$ cat src/rtl/uart_pkg.sv
// Shared constants for the APB UART: register map, STATUS/CTRL bit positions,
// FSM state encodings and the BAUD floor.
package uart_pkg;

  localparam logic [3:0] OffData   = 4'h0;
  localparam logic [3:0] OffStatus = 4'h4;
  localparam logic [3:0] OffCtrl   = 4'h8;
  localparam logic [3:0] OffBaud   = 4'hC;

  localparam int unsigned StatRxNotEmpty = 0;
  localparam int unsigned StatRxFull     = 1;
  localparam int unsigned StatTxEmpty    = 2;
  localparam int unsigned StatTxFull     = 3;
  localparam int unsigned StatTxBusy     = 4;
  localparam int unsigned StatOverrun    = 5;
  localparam int unsigned StatFrameErr   = 6;

  localparam int unsigned CtrlTxEn  = 0;
  localparam int unsigned CtrlRxEn  = 1;
  localparam int unsigned CtrlIeRx  = 2;
  localparam int unsigned CtrlIeTx  = 3;
  localparam int unsigned CtrlIeErr = 4;

  localparam logic [1:0] StIdle  = 2'd0;
  localparam logic [1:0] StStart = 2'd1;
  localparam logic [1:0] StData  = 2'd2;
  localparam logic [1:0] StStop  = 2'd3;

  localparam logic [15:0] BaudMin = 16'd4;

  function automatic logic [15:0] clamp_baud(input logic [15:0] val);
    return (val < BaudMin) ? BaudMin : val;
  endfunction

endpackage

$ cat src/rtl/uart_sync_fifo.sv
// Single-clock FIFO; a push into a full FIFO succeeds when a pop happens in
// the same cycle.
module uart_sync_fifo #(
  parameter int unsigned WIDTH = 8,
  parameter int unsigned DEPTH = 16
) (
  input  logic             clk_i,
  input  logic             rst_i,
  input  logic             push_i,
  input  logic [WIDTH-1:0] wdata_i,
  input  logic             pop_i,
  output logic [WIDTH-1:0] rdata_o,
  output logic             empty_o,
  output logic             full_o
);

  localparam int unsigned PtrW = $clog2(DEPTH);
  localparam logic [PtrW:0] FullCount = (PtrW + 1)'(DEPTH);

  logic [WIDTH-1:0] mem_q [DEPTH];
  logic [PtrW-1:0]  wr_ptr_q, rd_ptr_q;
  logic [PtrW:0]    count_q;
  logic             push_ok, pop_ok;

  assign empty_o = (count_q == '0);
  assign full_o  = (count_q == FullCount);
  assign pop_ok  = pop_i & ~empty_o;
  assign push_ok = push_i & (~full_o | pop_ok);
  assign rdata_o = mem_q[rd_ptr_q];

  // Pointers wrap naturally because DEPTH is a power of two.
  always_ff @(posedge clk_i or posedge rst_i) begin
    if (rst_i) begin
      wr_ptr_q <= '0;
      rd_ptr_q <= '0;
      count_q  <= '0;
    end else begin
      if (push_ok) wr_ptr_q <= wr_ptr_q + 1'b1;
      if (pop_ok)  rd_ptr_q <= rd_ptr_q + 1'b1;
      if (push_ok && !pop_ok)      count_q <= count_q + 1'b1;
      else if (pop_ok && !push_ok) count_q <= count_q - 1'b1;
    end
  end

  always_ff @(posedge clk_i) begin
    if (push_ok) mem_q[wr_ptr_q] <= wdata_i;
  end

endmodule

$ cat src/rtl/apb_uart_fifo.sv
// APB slave UART (8N1) with TX/RX FIFOs, sticky error flags and a level IRQ.
// APB decode and both serial engines live here; storage is in uart_sync_fifo.
module apb_uart_fifo
  import uart_pkg::*;
#(
  parameter int unsigned ADDR_WIDTH   = 32,
  parameter int unsigned FIFO_DEPTH   = 16,
  parameter int unsigned CLK_FREQ_MHZ = 125,
  parameter int unsigned BAUDRATE     = 9600
) (
  input  logic                  pclk,
  input  logic                  prst,
  input  logic [ADDR_WIDTH-1:0] paddr,
  input  logic                  pselx,
  input  logic                  penable,
  input  logic                  pwrite,
  input  logic [31:0]           pwdata,
  output logic                  pready,
  output logic [31:0]           prdata,
  output logic                  pslverr,
  input  logic                  rx,
  output logic                  tx,
  output logic                  uart_irq
);

  localparam int unsigned ResetDivRaw = CLK_FREQ_MHZ * 1000000 / BAUDRATE;
  localparam logic [15:0] ResetDiv    = clamp_baud(ResetDivRaw[15:0]);

  logic        access, addr_ok, err, wr_ok, rd_ok, tx_push, rx_pop, sts_wr;
  logic [3:0]  offset;
  logic [6:0]  status;
  logic [4:0]  ctrl_q;
  logic [15:0] baud_q;
  logic        overrun_q, frame_err_q, irq_q;
  logic [7:0]  tx_rdata, rx_rdata;
  logic        tx_empty, tx_full, rx_empty, rx_full, tx_pop, rx_push, fe_set, ovr_set;
  logic        unused_pwdata;

  logic [1:0]  tx_state_q, tx_state_d;
  logic [15:0] tx_cnt_q, tx_cnt_d, tx_div_q, tx_div_d;
  logic [2:0]  tx_bit_q, tx_bit_d;
  logic [7:0]  tx_shift_q, tx_shift_d;
  logic        tx_q, tx_d, tx_bit_end;

  logic [1:0]  rx_state_q, rx_state_d;
  logic [15:0] rx_cnt_q, rx_cnt_d, rx_div_q, rx_div_d;
  logic [2:0]  rx_bit_q, rx_bit_d;
  logic [7:0]  rx_shift_q, rx_shift_d;
  logic        rx_s1_q, rx_s2_q, rx_prev_q, rx_bit_end;

  assign unused_pwdata = ^pwdata[31:16];

  // Registers sit in paddr[3:0]; any higher address bit set is an unmapped offset.
  assign access  = pselx & penable & ~prst;
  assign offset  = paddr[3:0];
  assign addr_ok = ((paddr >> 4) == '0) && (offset[1:0] == 2'b00);

  always_comb begin
    err = 1'b0;
    if (access) begin
      if (!addr_ok)                                   err = 1'b1;
      else if (offset == OffData && pwrite && tx_full)   err = 1'b1;
      else if (offset == OffData && !pwrite && rx_empty) err = 1'b1;
    end
  end

  assign wr_ok   = access & pwrite & ~err;
  assign rd_ok   = access & ~pwrite & ~err;
  assign tx_push = wr_ok & (offset == OffData);
  assign rx_pop  = rd_ok & (offset == OffData);
  assign sts_wr  = wr_ok & (offset == OffStatus);
  assign pready  = 1'b1;
  assign pslverr = err;
  assign status  = {frame_err_q, overrun_q, tx_state_q != StIdle, tx_full, tx_empty, rx_full,
                    ~rx_empty};

  always_comb begin
    prdata = '0;
    if (rd_ok) begin
      case (offset)
        OffData:   prdata[7:0]  = rx_rdata;
        OffStatus: prdata[6:0]  = status;
        OffCtrl:   prdata[4:0]  = ctrl_q;
        OffBaud:   prdata[15:0] = baud_q;
        default:   prdata       = '0;
      endcase
    end
  end

  assign ovr_set = rx_push & rx_full & ~rx_pop;

  always_ff @(posedge pclk or posedge prst) begin
    if (prst) begin
      ctrl_q      <= '0;
      baud_q      <= ResetDiv;
      overrun_q   <= 1'b0;
      frame_err_q <= 1'b0;
      irq_q       <= 1'b0;
    end else begin
      if (wr_ok && offset == OffCtrl) ctrl_q <= pwdata[4:0];
      if (wr_ok && offset == OffBaud) baud_q <= clamp_baud(pwdata[15:0]);
      overrun_q   <= ovr_set | (overrun_q & ~(sts_wr & pwdata[StatOverrun]));
      frame_err_q <= fe_set | (frame_err_q & ~(sts_wr & pwdata[StatFrameErr]));
      irq_q       <= (ctrl_q[CtrlIeRx] & ~rx_empty) | (ctrl_q[CtrlIeTx] & tx_empty) |
                     (ctrl_q[CtrlIeErr] & (overrun_q | frame_err_q));
    end
  end

  assign uart_irq = irq_q;

  uart_sync_fifo #(.WIDTH(8), .DEPTH(FIFO_DEPTH)) u_tx_fifo (
    .clk_i(pclk), .rst_i(prst), .push_i(tx_push), .wdata_i(pwdata[7:0]), .pop_i(tx_pop),
    .rdata_o(tx_rdata), .empty_o(tx_empty), .full_o(tx_full)
  );

  uart_sync_fifo #(.WIDTH(8), .DEPTH(FIFO_DEPTH)) u_rx_fifo (
    .clk_i(pclk), .rst_i(prst), .push_i(rx_push), .wdata_i(rx_shift_d), .pop_i(rx_pop),
    .rdata_o(rx_rdata), .empty_o(rx_empty), .full_o(rx_full)
  );

  // TX engine: tx_q is registered so the line never glitches on state decode.
  assign tx_pop     = (tx_state_q == StIdle) & ctrl_q[CtrlTxEn] & ~tx_empty;
  assign tx_bit_end = (tx_cnt_q == tx_div_q - 16'd1);

  always_comb begin
    tx_state_d = tx_state_q;
    tx_cnt_d   = tx_cnt_q + 16'd1;
    tx_div_d   = tx_div_q;
    tx_bit_d   = tx_bit_q;
    tx_shift_d = tx_shift_q;
    tx_d       = tx_q;
    case (tx_state_q)
      StIdle: begin
        tx_cnt_d = '0;
        tx_d     = 1'b1;
        if (tx_pop) begin
          tx_state_d = StStart;
          tx_div_d   = baud_q;
          tx_shift_d = tx_rdata;
          tx_d       = 1'b0;
        end
      end
      StStart: if (tx_bit_end) begin
        tx_state_d = StData;
        tx_cnt_d   = '0;
        tx_bit_d   = '0;
        tx_d       = tx_shift_q[0];
        tx_shift_d = tx_shift_q >> 1;
      end
      StData: if (tx_bit_end) begin
        tx_cnt_d = '0;
        if (tx_bit_q == 3'd7) begin
          tx_state_d = StStop;
          tx_d       = 1'b1;
        end else begin
          tx_bit_d   = tx_bit_q + 3'd1;
          tx_d       = tx_shift_q[0];
          tx_shift_d = tx_shift_q >> 1;
        end
      end
      default: if (tx_bit_end) begin
        tx_state_d = StIdle;
        tx_cnt_d   = '0;
      end
    endcase
  end

  // RX engine: samples the synchronised line mid-bit, timing from the start edge.
  assign rx_bit_end = (rx_cnt_q == rx_div_q - 16'd1);

  always_comb begin
    rx_state_d = rx_state_q;
    rx_cnt_d   = rx_cnt_q + 16'd1;
    rx_div_d   = rx_div_q;
    rx_bit_d   = rx_bit_q;
    rx_shift_d = rx_shift_q;
    rx_push    = 1'b0;
    fe_set     = 1'b0;
    case (rx_state_q)
      StIdle: begin
        rx_cnt_d = '0;
        if (ctrl_q[CtrlRxEn] && rx_prev_q && !rx_s2_q) begin
          rx_state_d = StStart;
          rx_div_d   = baud_q;
        end
      end
      StStart: if (rx_cnt_q == (rx_div_q >> 1)) begin
        rx_cnt_d   = '0;
        rx_bit_d   = '0;
        rx_state_d = rx_s2_q ? StIdle : StData;
      end
      StData: if (rx_bit_end) begin
        rx_cnt_d   = '0;
        rx_shift_d = {rx_s2_q, rx_shift_q[7:1]};
        if (rx_bit_q == 3'd7) rx_state_d = StStop;
        else                  rx_bit_d   = rx_bit_q + 3'd1;
      end
      default: if (rx_bit_end) begin
        rx_state_d = StIdle;
        rx_push    = rx_s2_q;
        fe_set     = ~rx_s2_q;
      end
    endcase
  end

  always_ff @(posedge pclk or posedge prst) begin
    if (prst) begin
      tx_state_q <= StIdle;
      tx_cnt_q   <= '0;
      tx_div_q   <= ResetDiv;
      tx_bit_q   <= '0;
      tx_shift_q <= '0;
      tx_q       <= 1'b1;
      rx_state_q <= StIdle;
      rx_cnt_q   <= '0;
      rx_div_q   <= ResetDiv;
      rx_bit_q   <= '0;
      rx_shift_q <= '0;
      rx_s1_q    <= 1'b1;
      rx_s2_q    <= 1'b1;
      rx_prev_q  <= 1'b1;
    end else begin
      tx_state_q <= tx_state_d;
      tx_cnt_q   <= tx_cnt_d;
      tx_div_q   <= tx_div_d;
      tx_bit_q   <= tx_bit_d;
      tx_shift_q <= tx_shift_d;
      tx_q       <= tx_d;
      rx_state_q <= rx_state_d;
      rx_cnt_q   <= rx_cnt_d;
      rx_div_q   <= rx_div_d;
      rx_bit_q   <= rx_bit_d;
      rx_shift_q <= rx_shift_d;
      rx_s1_q    <= rx;
      rx_s2_q    <= rx_s1_q;
      rx_prev_q  <= rx_s2_q;
    end
  end

  assign tx = tx_q;

endmodule
$ cat config.mk
export PLATFORM = sky130hd
export DESIGN_NAME = apb_uart_fifo
export DESIGN_NICKNAME = d
export VERILOG_FILES = /design/src/rtl/uart_pkg.sv /design/src/rtl/uart_sync_fifo.sv /design/src/rtl/apb_uart_fifo.sv
export SDC_FILE = /design/constraint.sdc
export NUM_CORES = 1
export LEC_CHECK = 0
export BUFFER_PORTS_ARGS = -buffer_cell sky130_fd_sc_hd__buf_2
export CAP_MARGIN = 10
export CORE_MARGIN = 3
export CORE_UTILIZATION = 29
export DETAILED_ROUTE_END_ITERATION = 10
export PLACE_DENSITY = 0.51
export SKIP_CTS_REPAIR_TIMING = 1
export SLEW_MARGIN = 30
export SYNTH_ARGS = -nofsm -noshare
export SYNTH_HDL_FRONTEND = slang
export SYNTH_SLANG_ARGS = --single-unit
$ cat constraint.sdc
create_clock -name pclk -period 10.1 [get_ports pclk]
set_input_delay 2.02 -clock pclk [delete_from_list [all_inputs] [get_ports pclk]]
set_output_delay 2.02 -clock pclk [all_outputs]
set_load 0.02 [all_outputs]
-- Yosys cells after proc, flatten, opt, wreduce, memory -nomap -nowiden
Memory sizes are Yosys's and may differ from the RTL's.
Index checks and enable logic that the tools add are counted.
- $add $sub $neg: 14
- $lt $le $gt $ge: 1
- equal/unequal tests: 24
- muxes and demuxes: 60
- bitwise operators: 42
- reduce and logical (&&, ||, !) cells: 43
- operators with widths (cell ; count):
    two-way mux 16 bit ; 6
    two-way mux 8 bit ; 7
    one-hot mux 16 bit (3 select lines) ; 1
    adder 16 x 1 -> 16 bit, second input constant ; 2
    == test 16 bit ; 2
    logical NOT 32 bit ; 1
    subtractor 16 x 1 -> 16 bit, second input constant ; 2
    bitwise AND 1 bit ; 24
    one-hot mux 8 bit (3 select lines) ; 1
    two-way mux 2 bit ; 11
    two-way mux 5 bit ; 4
    one-hot mux 5 bit (4 select lines) ; 1
    two-way mux 3 bit ; 6
    inequality test 2 bit, second input constant ; 9
    one-hot mux 2 bit (3 select lines) ; 3
    adder 4 x 1 -> 4 bit, second input constant ; 4
    == test 16 x 15 -> 1 bit ; 1
    < comparator 16 x 3 -> 1 bit, second input constant ; 1
    two-way mux 1 bit ; 16
    AND reduction 5 bit ; 3
    logical AND 1 bit ; 13
    one-hot mux 3 bit (2 select lines) ; 2
    nonzero test 2 bit ; 6
    inverter 1 bit ; 11
    other kinds (22) ; 47
- flip-flop bits (word level): 144
- RAM bits: 256
- input bits: 70
- output and inout bits: 36
- memories: 2
- memories (memory ; depth ; width ; read ports ; clocked after Yosys merged registers in ; write ports ; line ; source):
    u_rx_fifo.mem_q ; 16 ; 8 ; 1 ; 0 ; 1 ; uart_sync_fifo.sv:20 ; logic [WIDTH-1:0] mem_q [DEPTH];
    u_tx_fifo.mem_q ; 16 ; 8 ; 1 ; 0 ; 1 ; uart_sync_fifo.sv:20 ;

-- Logic depth before layout (Yosys ltp)
- depth after elaboration: 17
- mapped depth: 19
- mapped depth without buffers: 17

-- Hierarchy
Synthesis repeated with hierarchy kept, for this count alone.
- cell total of the unflattened synthesis: 1355
- area total of the unflattened synthesis: 18500.2 um2
- by module, submodules not included (module ; times used ; cells an instance ; area each (um2) ; seq. area each (um2)):
    apb_uart_fifo ; 1 ; 711 ; 7039.3 ; 2987.9
    uart_sync_fifo at u_rx_fifo ; 1 ; 320 ; 5740.5 ; 4169.0
    uart_sync_fifo at u_tx_fifo ; 1 ; 324 ; 5720.5 ; 4169.0

-- Worst setup path before layout
OpenSTA, ideal clock, no wires.
- path kind: input to output
- start: input port prst
- end: output port prdata[7]
- data arrival time: 6639 ps
- path slack: 1441 ps
- stages on the path: 6
- path buffers: 1
- cell sequence: inv_1 -> nand3_1 -> a2111o_1 -> clkbuf_1 -> nor2_1 -> a22o_1
- cells in the longest elaborated chain, start to end: 6
- elaborated cells on any way between the ends: 7
- those cells by class: mux: 2; bitwise: 5
- ends and longest elaborated chain (element ; line ; source):
    start: declaration ; apb_uart_fifo.sv:12 ; input logic prst,
    inverter 1 bit * ; apb_uart_fifo.sv:54 ; assign access = pselx & penable & ~prst;
    bitwise AND 1 bit * ; apb_uart_fifo.sv:54 ;
    two-way mux 1 bit ; apb_uart_fifo.sv:60 ; if (access) begin
    inverter 1 bit ; apb_uart_fifo.sv:68 ; assign rd_ok = access & ~pwrite & ~err;
    bitwise AND 1 bit * ; apb_uart_fifo.sv:68 ;
    two-way mux 16 bit * ; apb_uart_fifo.sv:79 ; if (rd_ok) begin
    end: declaration ; apb_uart_fifo.sv:19 ; output logic [31:0] prdata,
Every way passes the cells marked *; elsewhere a longest branch is shown, timed or not.

-- Final worst setup path
Ends and elaborated chain as after synthesis.

==> flow_metrics.env <==
export IMPL_first_pass_iters=5
export IMPL_pwr_share_comb_pct=1.9
export IMPL_synth_flop_cell="edfxtp_1"
export IMPL_fin_hold_ws_ns=0.3948
export IMPL_internal_power_uw=2730
export IMPL_setup_viol_count_final=0
export IMPL_crit_fanout=73
export IMPL_num_nets_final=1505
export IMPL_synthCells=1344
export IMPL_grt_pass1_wl_um=69960
export IMPL_end_kind="output port"
export IMPL_synth_edf_count=256
export IMPL_avgSynthCellArea_um2=13.81
export IMPL_final_antenna_net_count=0
export IMPL_synthTopCellsByCount="edfxtp_1, dfrtp_1, nand2_1, nor2_1, xnor2_1"
export IMPL_start_util_pct=29.37
export IMPL_startpoint_type="input port"
export IMPL_swShare_pct=21.63
export IMPL_vias=11220
export IMPL_antennaDiodeCount=0
export IMPL_fin_worst_skew_ns=0.02743
export IMPL_total_leakage_power_uw=0.008024
export IMPL_die_area_um2=67080
export IMPL_final_setup_tns_ns=0
export IMPL_cts_htree_levels=2
export IMPL_slew_violations=0
export IMPL_via_per_inst=4.908
export IMPL_status="finished, final reports clean"
export IMPL_cp_required_ns=8.08
export IMPL_worst_ep_arrival_time_ns=4.78
export IMPL_areaGrowthSynthToFinish_pct=14.47
export IMPL_grt_total_usage_pct=13.51
export IMPL_dieWidth_um=259.0
export IMPL_place_congestion=0.8465
export IMPL_root_buffer="clkbuf_16"
export IMPL_worst_pin_slew_ns=0.9542
export IMPL_grt_pass1_vias=11390
export IMPL_synth_top_area_share_pct=41.42
export IMPL_synth_most_common_cell="edfxtp_1"
export IMPL_rrSetupSlack_ns=5.35
export IMPL_cpPeakStageDelay_ns=0.67
export IMPL_core_rowCount=92
export IMPL_crit_family="compound AO/OA/AOI/OAI gates"
export IMPL_p_clk_share_pct=47.6
export IMPL_vdd_drop_max_v=0.0001131
export IMPL_maxClockFrequency_ghz=0.1470
export IMPL_die_height_um=259.0
export IMPL_hpwlAfterDp_um=29910
export IMPL_yosysTopAreaCell="edfxtp_1"
export IMPL_wl_um=45080
export IMPL_postLayoutCellArea_um2=21250
export IMPL_synth_seq_cells=400
export IMPL_drive_above_1_share_pct=22.76
export IMPL_cp_cell_sequence="buf_2 -> inv_6 -> nand3_1 -> a2111o_1 -> nor2_2 -> a22o_1 -> buf_2"
export IMPL_wl_per_cell_um=19.71
export IMPL_drt_iter0_markers=726
export IMPL_yosysSeqAreaShare_pct=61.02
export IMPL_ys_warn_count=0
export IMPL_clk_pin_slew_ns=0.06
export IMPL_hp_class="reg2reg"
export IMPL_seqPwrFrac_pct=50.5
export IMPL_netlist_area_um2=18560
export IMPL_pwr_density_cell_nw_per_um2=164.0
export IMPL_maxSlewHeadroom_pct=36.04
export IMPL_final_setup_worst_slack_ns=3.296
export IMPL_clk_path_buf_depth=3
export IMPL_switching_power_uw=753.5
export IMPL_finalCritPeriodShare_pct=67.36
export IMPL_place_ws_ns=3.379
export IMPL_cts_made_buffers=46
export IMPL_crit_top_cell="buf_2"
export IMPL_synth_cell_types=76
export IMPL_max_cap_violations=0
export IMPL_cts_tree="built"
export IMPL_cp_num_buf_inv=3
export IMPL_io_buffers=72
export IMPL_synth_async_sr_flop_share_pct=36.00
export IMPL_grt_max_degree=74
export IMPL_antenna_found_initial=2
export IMPL_clk_latency_ns=0.60
export IMPL_grt_overflow=0
export IMPL_design_core_area_um2=63200
export IMPL_crit_type="in2out"
export IMPL_min_period_ns=6.804
export IMPL_synth_area_leaders="edfxtp_1, dfrtp_1, mux4_2"
export IMPL_drc=0
export IMPL_hold_viol=0
export IMPL_worst_path_max_delay_cell="nor2_2"
export IMPL_ios=106
export IMPL_grt_setup_unrepaired="no"
export IMPL_post_dp_cell_area_um2=19720
export IMPL_cts_sinks=400
## path summary, 6_finish.rpt
kind                       cells past startpoint                               end               startpoint
min in group asynchronous                      2           rx_shift_q[5]$_DFF_PP0_                     prst
max                                            7                         prdata[7]                     prst
max in group asynchronous                      3            baud_q[11]$_DFFE_PP0P_                     prst
max reg2reg                                   15  u_rx_fifo.count_q[4]$_DFFE_PP0P_  rx_div_q[0]$_DFFE_PP0P_
min reg2reg                                    0                 rx_s2_q$_DFF_PP1_        rx_s1_q$_DFF_PP1_
min                                            0                 rx_s2_q$_DFF_PP1_        rx_s1_q$_DFF_PP1_
## registers in the layout (all words and copies together) (netlist names), 2 cells and up
register and flops:
tx_shift_q 8, u_tx_fifo.count_q 5, u_rx_fifo.count_q 5, u_tx_fifo.rd_ptr_q 4, rx_state_q 2, rx_shift_q 8
u_tx_fifo.mem_q 128, u_rx_fifo.rd_ptr_q 4, tx_bit_q 3, rx_div_q 16, rx_cnt_q 16, tx_state_q 2
ctrl_q 5, u_rx_fifo.mem_q 128, tx_div_q 16, u_rx_fifo.wr_ptr_q 4, baud_q 16, u_tx_fifo.wr_ptr_q 4
rx_bit_q 3, tx_cnt_q 16
## power by group through the flow
stage,sequential [uW],combinational [uW],clock [uW]
finish,1760,65.3,1660
global route,1760,72.0,1770
CTS,1760,66.4,1700
detailed placement,1790,66.6,0
global placement,1790,64.0,0
floorplan,1790,37.7,0
## per-stage QoR
step	power (uW)	cells	util [%]
4_1_cts	3529	2286	33.60
5_1_grt	3608	2287	33.62
3_3_place_gp	1856	2201	31.21
6_report	3484	2287	33.62
3_5_place_dp	1860	2201	31.21
2_1_floorplan	1828	1359	-
## worst reg2reg max path: stages (launching register included)
cell,delay [ns]
dfrtp_1,0.46
or4_1,0.73
o31a_1,0.33
nor4b_2,0.26
o2111ai_1,0.17
nor4_2,0.34
nand4_2,0.23
nor3_4,0.62
ha_1,0.30
inv_1,0.10
fa_1,0.42
a21o_1,0.19
a21oi_1,0.18
xnor2_1,0.13
nor2_1,0.06
xor2_1,0.14
## logic make-up after synthesis
group           synth area share [%]
buf+inv                        2.926
other cells                  0.04046
flops                          61.02
simple gates                   10.46
compound gates                 5.790
fa+ha+maj                      2.171
mux                            12.80
xor+xnor                       4.793
## cell type report
class                   count  area (um^2)
fillers                  6157        41950
flip-flops and latches    400        11330
multi-input cells         839         6773
clock buffers              60         1244
well taps                 846         1059
repair buffers             82        439.2
clock inverters            25        267.8
inverters                  35        136.4
## layout by cell type (no fill, tap or decap), types with 13 or more instances in the layout
| master | Yosys | layout |
|---|---|---|
| a21oi_1 | 20 | 20 |
| and2_1 | 13 | 13 |
| and3_1 | 30 | 29 |
| buf_2 | 8 | 72 |
| clkbuf_16 | 0 | 46 |
| conb_1 | 2 | 17 |
| dfrtp_1 | 116 | 114 |
| dfstp_2 | 28 | 28 |
| edfxtp_1 | 256 | 256 |
| ha_1 | 29 | 29 |
| inv_1 | 32 | 31 |
| mux2_2 | 60 | 60 |
| mux2i_1 | 36 | 36 |
| mux4_2 | 59 | 59 |
| nand2_1 | 97 | 97 |
| nand3_1 | 32 | 32 |
| nand4_1 | 17 | 17 |
| nor2_1 | 92 | 91 |
| nor3_1 | 18 | 14 |
| nor4_1 | 25 | 25 |
| o21ai_0 | 39 | 39 |
| o221ai_1 | 14 | 14 |
| xnor2_1 | 62 | 62 |
| xor2_1 | 37 | 37 |
## metal layers
layer / vias to the layer above / wire (um) / part of all wire (%) / track usage (%)
met3: 61 / 2701 / 6.0 / 2.975
li1: 5128 / - / - / -
met5: - / 13 / 0.029 / 0
met2: 290 / 20730 / 46 / 21.47
met1: 5743 / 20770 / 46 / 18.80
met4: 2 / 864 / 1.9 / 3.320
Power figures use the tool's default switching activity.
